===== src/rtl/morse_letter_decoder.sv =====
// Morse letter decoder: gathers dot/line pulses into a symbol buffer, closes a
// letter after GAP_TICKS idle ticks and emits the A-Z index or an error pulse.
module morse_letter_decoder #(
    parameter int GAP_TICKS = 3,
    parameter int CNT_W     = 8
) (
    input  logic       clock,
    input  logic       resetn,
    input  logic       ld_dot,
    input  logic       ld_line,
    output logic [4:0] letter,
    output logic       letter_valid,
    output logic       error,
    output logic       busy,
    output logic [2:0] sym_count
);

    localparam logic [1:0] S_IDLE    = 2'd0;
    localparam logic [1:0] S_COLLECT = 2'd1;
    localparam logic [1:0] S_DISCARD = 2'd2;

    localparam logic [CNT_W-1:0] GAP_LAST = CNT_W'(GAP_TICKS - 1);

    logic [1:0]       state;
    logic [3:0]       pattern;
    logic [CNT_W-1:0] idle_cnt;
    logic             sym_edge;
    logic             both_in;
    logic [5:0]       dec;

    assign sym_edge = ld_dot ^ ld_line;
    assign both_in  = ld_dot & ld_line;

    // Returns {valid, index}; pattern holds the first symbol in bit n-1.
    function automatic logic [5:0] decode(input logic [2:0] n, input logic [3:0] p);
        logic [5:0] r;
        r = 6'd0;
        case (n)
            3'd1: r = p[0] ? {1'b1, 5'd19} : {1'b1, 5'd4};
            3'd2: case (p[1:0])
                2'b00:   r = {1'b1, 5'd8};
                2'b01:   r = {1'b1, 5'd0};
                2'b10:   r = {1'b1, 5'd13};
                default: r = {1'b1, 5'd12};
            endcase
            3'd3: case (p[2:0])
                3'b000:  r = {1'b1, 5'd18};
                3'b001:  r = {1'b1, 5'd20};
                3'b010:  r = {1'b1, 5'd17};
                3'b011:  r = {1'b1, 5'd22};
                3'b100:  r = {1'b1, 5'd3};
                3'b101:  r = {1'b1, 5'd10};
                3'b110:  r = {1'b1, 5'd6};
                default: r = {1'b1, 5'd14};
            endcase
            3'd4: case (p)
                4'b0000: r = {1'b1, 5'd7};
                4'b0001: r = {1'b1, 5'd21};
                4'b0010: r = {1'b1, 5'd5};
                4'b0100: r = {1'b1, 5'd11};
                4'b0110: r = {1'b1, 5'd15};
                4'b0111: r = {1'b1, 5'd9};
                4'b1000: r = {1'b1, 5'd1};
                4'b1001: r = {1'b1, 5'd23};
                4'b1010: r = {1'b1, 5'd2};
                4'b1011: r = {1'b1, 5'd24};
                4'b1100: r = {1'b1, 5'd25};
                4'b1101: r = {1'b1, 5'd16};
                default: r = 6'd0;
            endcase
            default: r = 6'd0;
        endcase
        return r;
    endfunction

    assign dec = decode(sym_count, pattern);

    always_ff @(posedge clock or negedge resetn) begin
        if (!resetn) begin
            state        <= S_IDLE;
            pattern      <= 4'd0;
            sym_count    <= 3'd0;
            idle_cnt     <= '0;
            letter       <= 5'd0;
            letter_valid <= 1'b0;
            error        <= 1'b0;
            busy         <= 1'b0;
        end else begin
            letter_valid <= 1'b0;
            error        <= 1'b0;
            case (state)
                S_IDLE: begin
                    if (sym_edge) begin
                        pattern   <= {3'b000, ld_line};
                        sym_count <= 3'd1;
                        idle_cnt  <= '0;
                        state     <= S_COLLECT;
                        busy      <= 1'b1;
                    end else if (both_in) begin
                        idle_cnt <= '0;
                        state    <= S_DISCARD;
                        busy     <= 1'b1;
                    end
                end
                S_COLLECT: begin
                    // A symbol on the closing edge takes priority over decoding.
                    if (both_in || (sym_edge && sym_count == 3'd4)) begin
                        idle_cnt <= '0;
                        state    <= S_DISCARD;
                    end else if (sym_edge) begin
                        pattern   <= {pattern[2:0], ld_line};
                        sym_count <= sym_count + 3'd1;
                        idle_cnt  <= '0;
                    end else if (idle_cnt == GAP_LAST) begin
                        if (dec[5]) begin
                            letter       <= dec[4:0];
                            letter_valid <= 1'b1;
                        end else begin
                            error <= 1'b1;
                        end
                        pattern   <= 4'd0;
                        sym_count <= 3'd0;
                        idle_cnt  <= '0;
                        state     <= S_IDLE;
                        busy      <= 1'b0;
                    end else begin
                        idle_cnt <= idle_cnt + 1'b1;
                    end
                end
                S_DISCARD: begin
                    if (sym_edge || both_in) begin
                        idle_cnt <= '0;
                    end else if (idle_cnt == GAP_LAST) begin
                        error     <= 1'b1;
                        pattern   <= 4'd0;
                        sym_count <= 3'd0;
                        idle_cnt  <= '0;
                        state     <= S_IDLE;
                        busy      <= 1'b0;
                    end else begin
                        idle_cnt <= idle_cnt + 1'b1;
                    end
                end
                default: begin
                    state <= S_IDLE;
                    busy  <= 1'b0;
                end
            endcase
        end
    end

endmodule

===== config.mk =====
export PLATFORM = sky130hd
export DESIGN_NAME = morse_letter_decoder
export DESIGN_NICKNAME = d
export VERILOG_FILES = /design/src/rtl/morse_letter_decoder.sv
export SDC_FILE = /design/constraint.sdc
export NUM_CORES = 1
export LEC_CHECK = 0
export BUFFER_PORTS_ARGS = -buffer_cell sky130_fd_sc_hd__buf_2
export CAP_MARGIN = 25
export CORE_ASPECT_RATIO = 0.6
export CORE_UTILIZATION = 60
export CTS_BUF_LIST = sky130_fd_sc_hd__clkbuf_16
export DETAILED_ROUTE_END_ITERATION = 8
export PLACE_DENSITY = 0.84
export RECOVER_POWER = 50
export SLEW_MARGIN = 20
export SYNTH_ARGS = -nofsm -noshare
export SYNTH_HDL_FRONTEND = slang
export SYNTH_SLANG_ARGS = --single-unit

===== constraint.sdc =====
create_clock -name clock -period 5.01 [get_ports clock]
set_input_delay 1.503 -clock clock [delete_from_list [all_inputs] [get_ports clock]]
set_output_delay 1.503 -clock clock [all_outputs]
set_load 0.03 [all_outputs]

==> flow_metrics.tcl <==
set metrics [dict create \
    cts.repair.resized 0 \
    diodes 0 \
    grt_pass1_vias 1416 \
    synth_nets 220 \
    drc 0 \
    wl_per_cell_um 16.2 \
    clockBufferDepth 2 \
    slew_headroom 0.145 \
    drv_slew 0 \
    max-vdd-ir-drop_mv 0.312 \
    swShare 0.439 \
    min_path_type "reg -> reg" \
    die_area_um2 3240 \
    clock_tree.root_cell "clkbuf_16" \
    grt_pass1_wl_um 6820 \
    rrSetupSlack_ns 2.58 \
    p_comb_frac 0.488 \
    pwr-share-clk 0.209 \
    tightest_slew_ns 1.28 \
    io_pins 15 \
    wirelength_um 4040 \
    crit_end "sym_count[0]" \
    cp_max_fo 7 \
    ys_types 43 \
    finalNonFillerCells 250 \
    fmax_mhz 331 \
    clkLatencyLatePin_ns 0.26 \
    timing.max_cap.violations 0 \
    core_um2 2680 \
    power.internal_uw 486 \
    nets 234 \
    status "completed" \
    hpwl_um 3070 \
    worstPathRequired_ns 5.14 \
    pwr-share-seq 0.303 \
    p_sw_uw 380 \
    r2r_cells 6 \
    drive_above_1_share 0.100 \
    regToRegStartpoint "idle_cnt[0]" \
    initial_core_util 0.673 \
    critPathKind "in -> reg" \
    crit_path_start_kind "input pin" \
    placed_cell_area_um2 1900 \
    cts_hold_buf 0 \
    cellLeakagePower_uw 0.000896 \
    postRouteAntennaNets 0 \
    grt_antenna_before_repair 0 \
    chipHeight_um 44.5 \
    synth_area_um2 1800 \
    cts_setup_buffers 0 \
    clkTransAtPathRegs_ns 0.06 \
    vias_per_cell 6.12 \
    path_cells "buf_2 -> inv_1 -> ha_1 -> a31oi_1 -> a2bb2oi_1 -> nand2_1 -> nor4_1 -> a311oi_1" \
    rsz0062_at_grt "no" \
    setup_violations 0 \
    r2r-end "letter[3]" \
    cts-buffers-inserted 3 \
    io_buffer_count 14 \
    grt_max_degree 26 \
    finClkSkew_ns 0.00385 \
    ys_ff_latch 25 \
    syn_to_final_growth_pct 9.37 \
    finalSetupTns_ns 0 \
    fin_crit_ns 3.02 \
    die_w_um 72.8 \
    yosysSeqAreaShare 0.347 \
    gp_congestion 0.927 \
    tritoncts "built" \
    num_rows 14 \
    cpPeakStageDelay_ns 0.36 \
    fin_crit_sh 0.603 \
    critPathCaptureType "flop" \
    overflow 0 \
    track_usage 0.285 \
    htree_levels 1 \
    powerDensity_nw_per_um2 439 \
    netlist_instances 197 \
    critical_path.startpoint "ld_dot" \
    vias 1529 \
    design_area_um2 1970 \
    dpl.cell_count 246 \
    dr.pass1.iters 4 \
    syn_area_per_cell_um2 9.15 \
    worst_ep_arrival_time_ns 3.15 \
    drt_iter0_markers 97 \
    ys_warn_count 0 \
    hold_viol 0 \
    clock_sinks 25 \
    cpMaxStageDelayCell "ha_1" \
]
[how the worst min path moves through the flow]
stage	depth (start not counted)	from	endpoint	slack, ns
3_3_place_gp	1	busy	busy	0.49
3_5_place_dp	1	busy	busy	0.49
6_report	1	busy	busy	0.51
5_1_grt	1	letter[1]	letter[1]	0.54
4_1_cts	1	letter[0]	letter[0]	0.51
2_1_floorplan	2	idle_cnt[1]	idle_cnt[1]	0.49
[layout make-up]
| type | count | area (µm²) |
|---|---|---|
| clock buffer | 3 | 75.1 |
| clock inverter | 1 | 7.51 |
| fill | 202 | 708 |
| inverter | 18 | 67.6 |
| multi-input combinational | 149 | 1080 |
| sequential | 25 | 626 |
| tap | 40 | 50.0 |
| timing repair buffer | 14 | 62.6 |
[power by group through the flow]
stage	clock [µW]	sequential, µW	combinational (µW)
after floorplan	0	280	290
after global placement	0	263	402
after detailed placement	0	266	411
after CTS	185	262	417
after global routing	192	267	470
final	181	262	423
[stage by stage]
| stage | worst slack, ns | total power, µW | hold slack, ns | util |
|---|---|---|---|---|
| after floorplan | 2.07 | 569 | 0.486 | - |
| after global placement | 1.84 | 665 | 0.490 | 0.708 |
| after detailed placement | 1.73 | 676 | 0.494 | 0.708 |
| after CTS | 1.99 | 864 | 0.513 | 0.739 |
| after global routing | 1.82 | 929 | 0.544 | 0.736 |
| final | 1.99 | 866 | 0.513 | 0.736 |
[worst max-delay path: cells and delay by family]
family	cells	cell delay [ns]
compound gates	3	0.65
fa+ha+maj	1	0.36
buf+inv	2	0.14
simple gates	2	0.49
[cells in the final DEF (no fill, tap or decap), types with 2 or more instances in the layout]
cell type,Yosys,layout
a22oi_1,4,4
a21oi_1,8,8
nor3b_1,2,2
o31ai_1,2,2
and3_1,3,3
inv_1,18,18
ha_1,19,19
nor4_1,3,3
a21o_1,2,2
clkbuf_1,4,6
nor2_1,21,21
o41ai_1,2,2
a211oi_1,2,2
mux2i_1,4,4
nand3_1,2,2
a31oi_1,2,2
xor2_1,5,5
dfrtp_1,25,25
nor3_1,2,2
mux2_4,6,6
a211o_1,2,2
o221ai_1,4,4
nor2b_1,2,2
clkbuf_16,0,3
nand2_1,18,18
nand3b_1,2,2
o21ai_0,13,13
buf_2,0,8
nand4_1,4,4
[layer usage]
metal / up-vias / GRT usage / wire [µm]
met5: - / 0 / 0
met4: 0 / 0.0588 / 31
met3: 7 / 0.0547 / 348
met2: 86 / 0.443 / 1720
met1: 704 / 0.417 / 1940
li1: 732 / - / -
[kinds of logic (layout without fill, tap and decap cells)]
logic type,after synthesis,in the layout,share of synthesized area
adder cells (fa/ha/maj),19,19,0.132
AND/OR/NAND/NOR,66,66,0.191
XOR/XNOR,6,6,0.0291
buffers and inverters,23,36,0.0520
flip-flops,25,25,0.347
AO/OA/AOI/OAI,48,48,0.177
multiplexers,10,10,0.0722
[Yosys cell counts (all sizes together)]
| cell | instances | area (µm²) |
|---|---|---|
| a211oi | 2 | 15.0 |
| o22a | 1 | 8.76 |
| nand2 | 18 | 67.6 |
| a21oi | 8 | 40.0 |
| nand4b | 1 | 8.76 |
| nand3b | 2 | 15.0 |
| nor4 | 4 | 40.0 |
| o21ai | 13 | 65.1 |
| clkbuf | 4 | 15.0 |
| nor2 | 21 | 78.8 |
| dfrtp | 25 | 626 |
| inv | 18 | 67.6 |
| xor2 | 5 | 43.8 |
| and4 | 1 | 8.76 |
| a21o | 2 | 15.0 |
| mux2i | 4 | 40.0 |
| nor3b | 2 | 15.0 |
| and3 | 4 | 26.3 |
| nor3 | 2 | 10.0 |
| xnor2 | 1 | 8.76 |
| o311ai | 1 | 8.76 |
| o21bai | 1 | 7.51 |
| nand2b | 1 | 6.26 |
| nor2b | 2 | 12.5 |
| nand4 | 4 | 25.0 |
| o31ai | 2 | 15.0 |
| a2bb2oi | 1 | 8.76 |
| a22oi | 4 | 30.0 |
| a311oi | 1 | 8.76 |
| mux2 | 6 | 90.1 |
| nand3 | 2 | 10.0 |
| o211ai | 1 | 7.51 |
| buf | 1 | 11.3 |
| ha | 19 | 238 |
| o22ai | 1 | 6.26 |
| o221ai | 4 | 35.0 |
| and2 | 1 | 6.26 |
| o41ai | 2 | 17.5 |
| or4b | 1 | 13.8 |
| a211o | 2 | 17.5 |
| a31oi | 2 | 12.5 |
[sequential cells by signal (all words and copies together) (netlist names)]
register,flops
idle_cnt,8
letter,5
pattern,4
sym_count,3
state,2
busy,1
error,1
letter_valid,1
(Power assumes the default switching activity.)
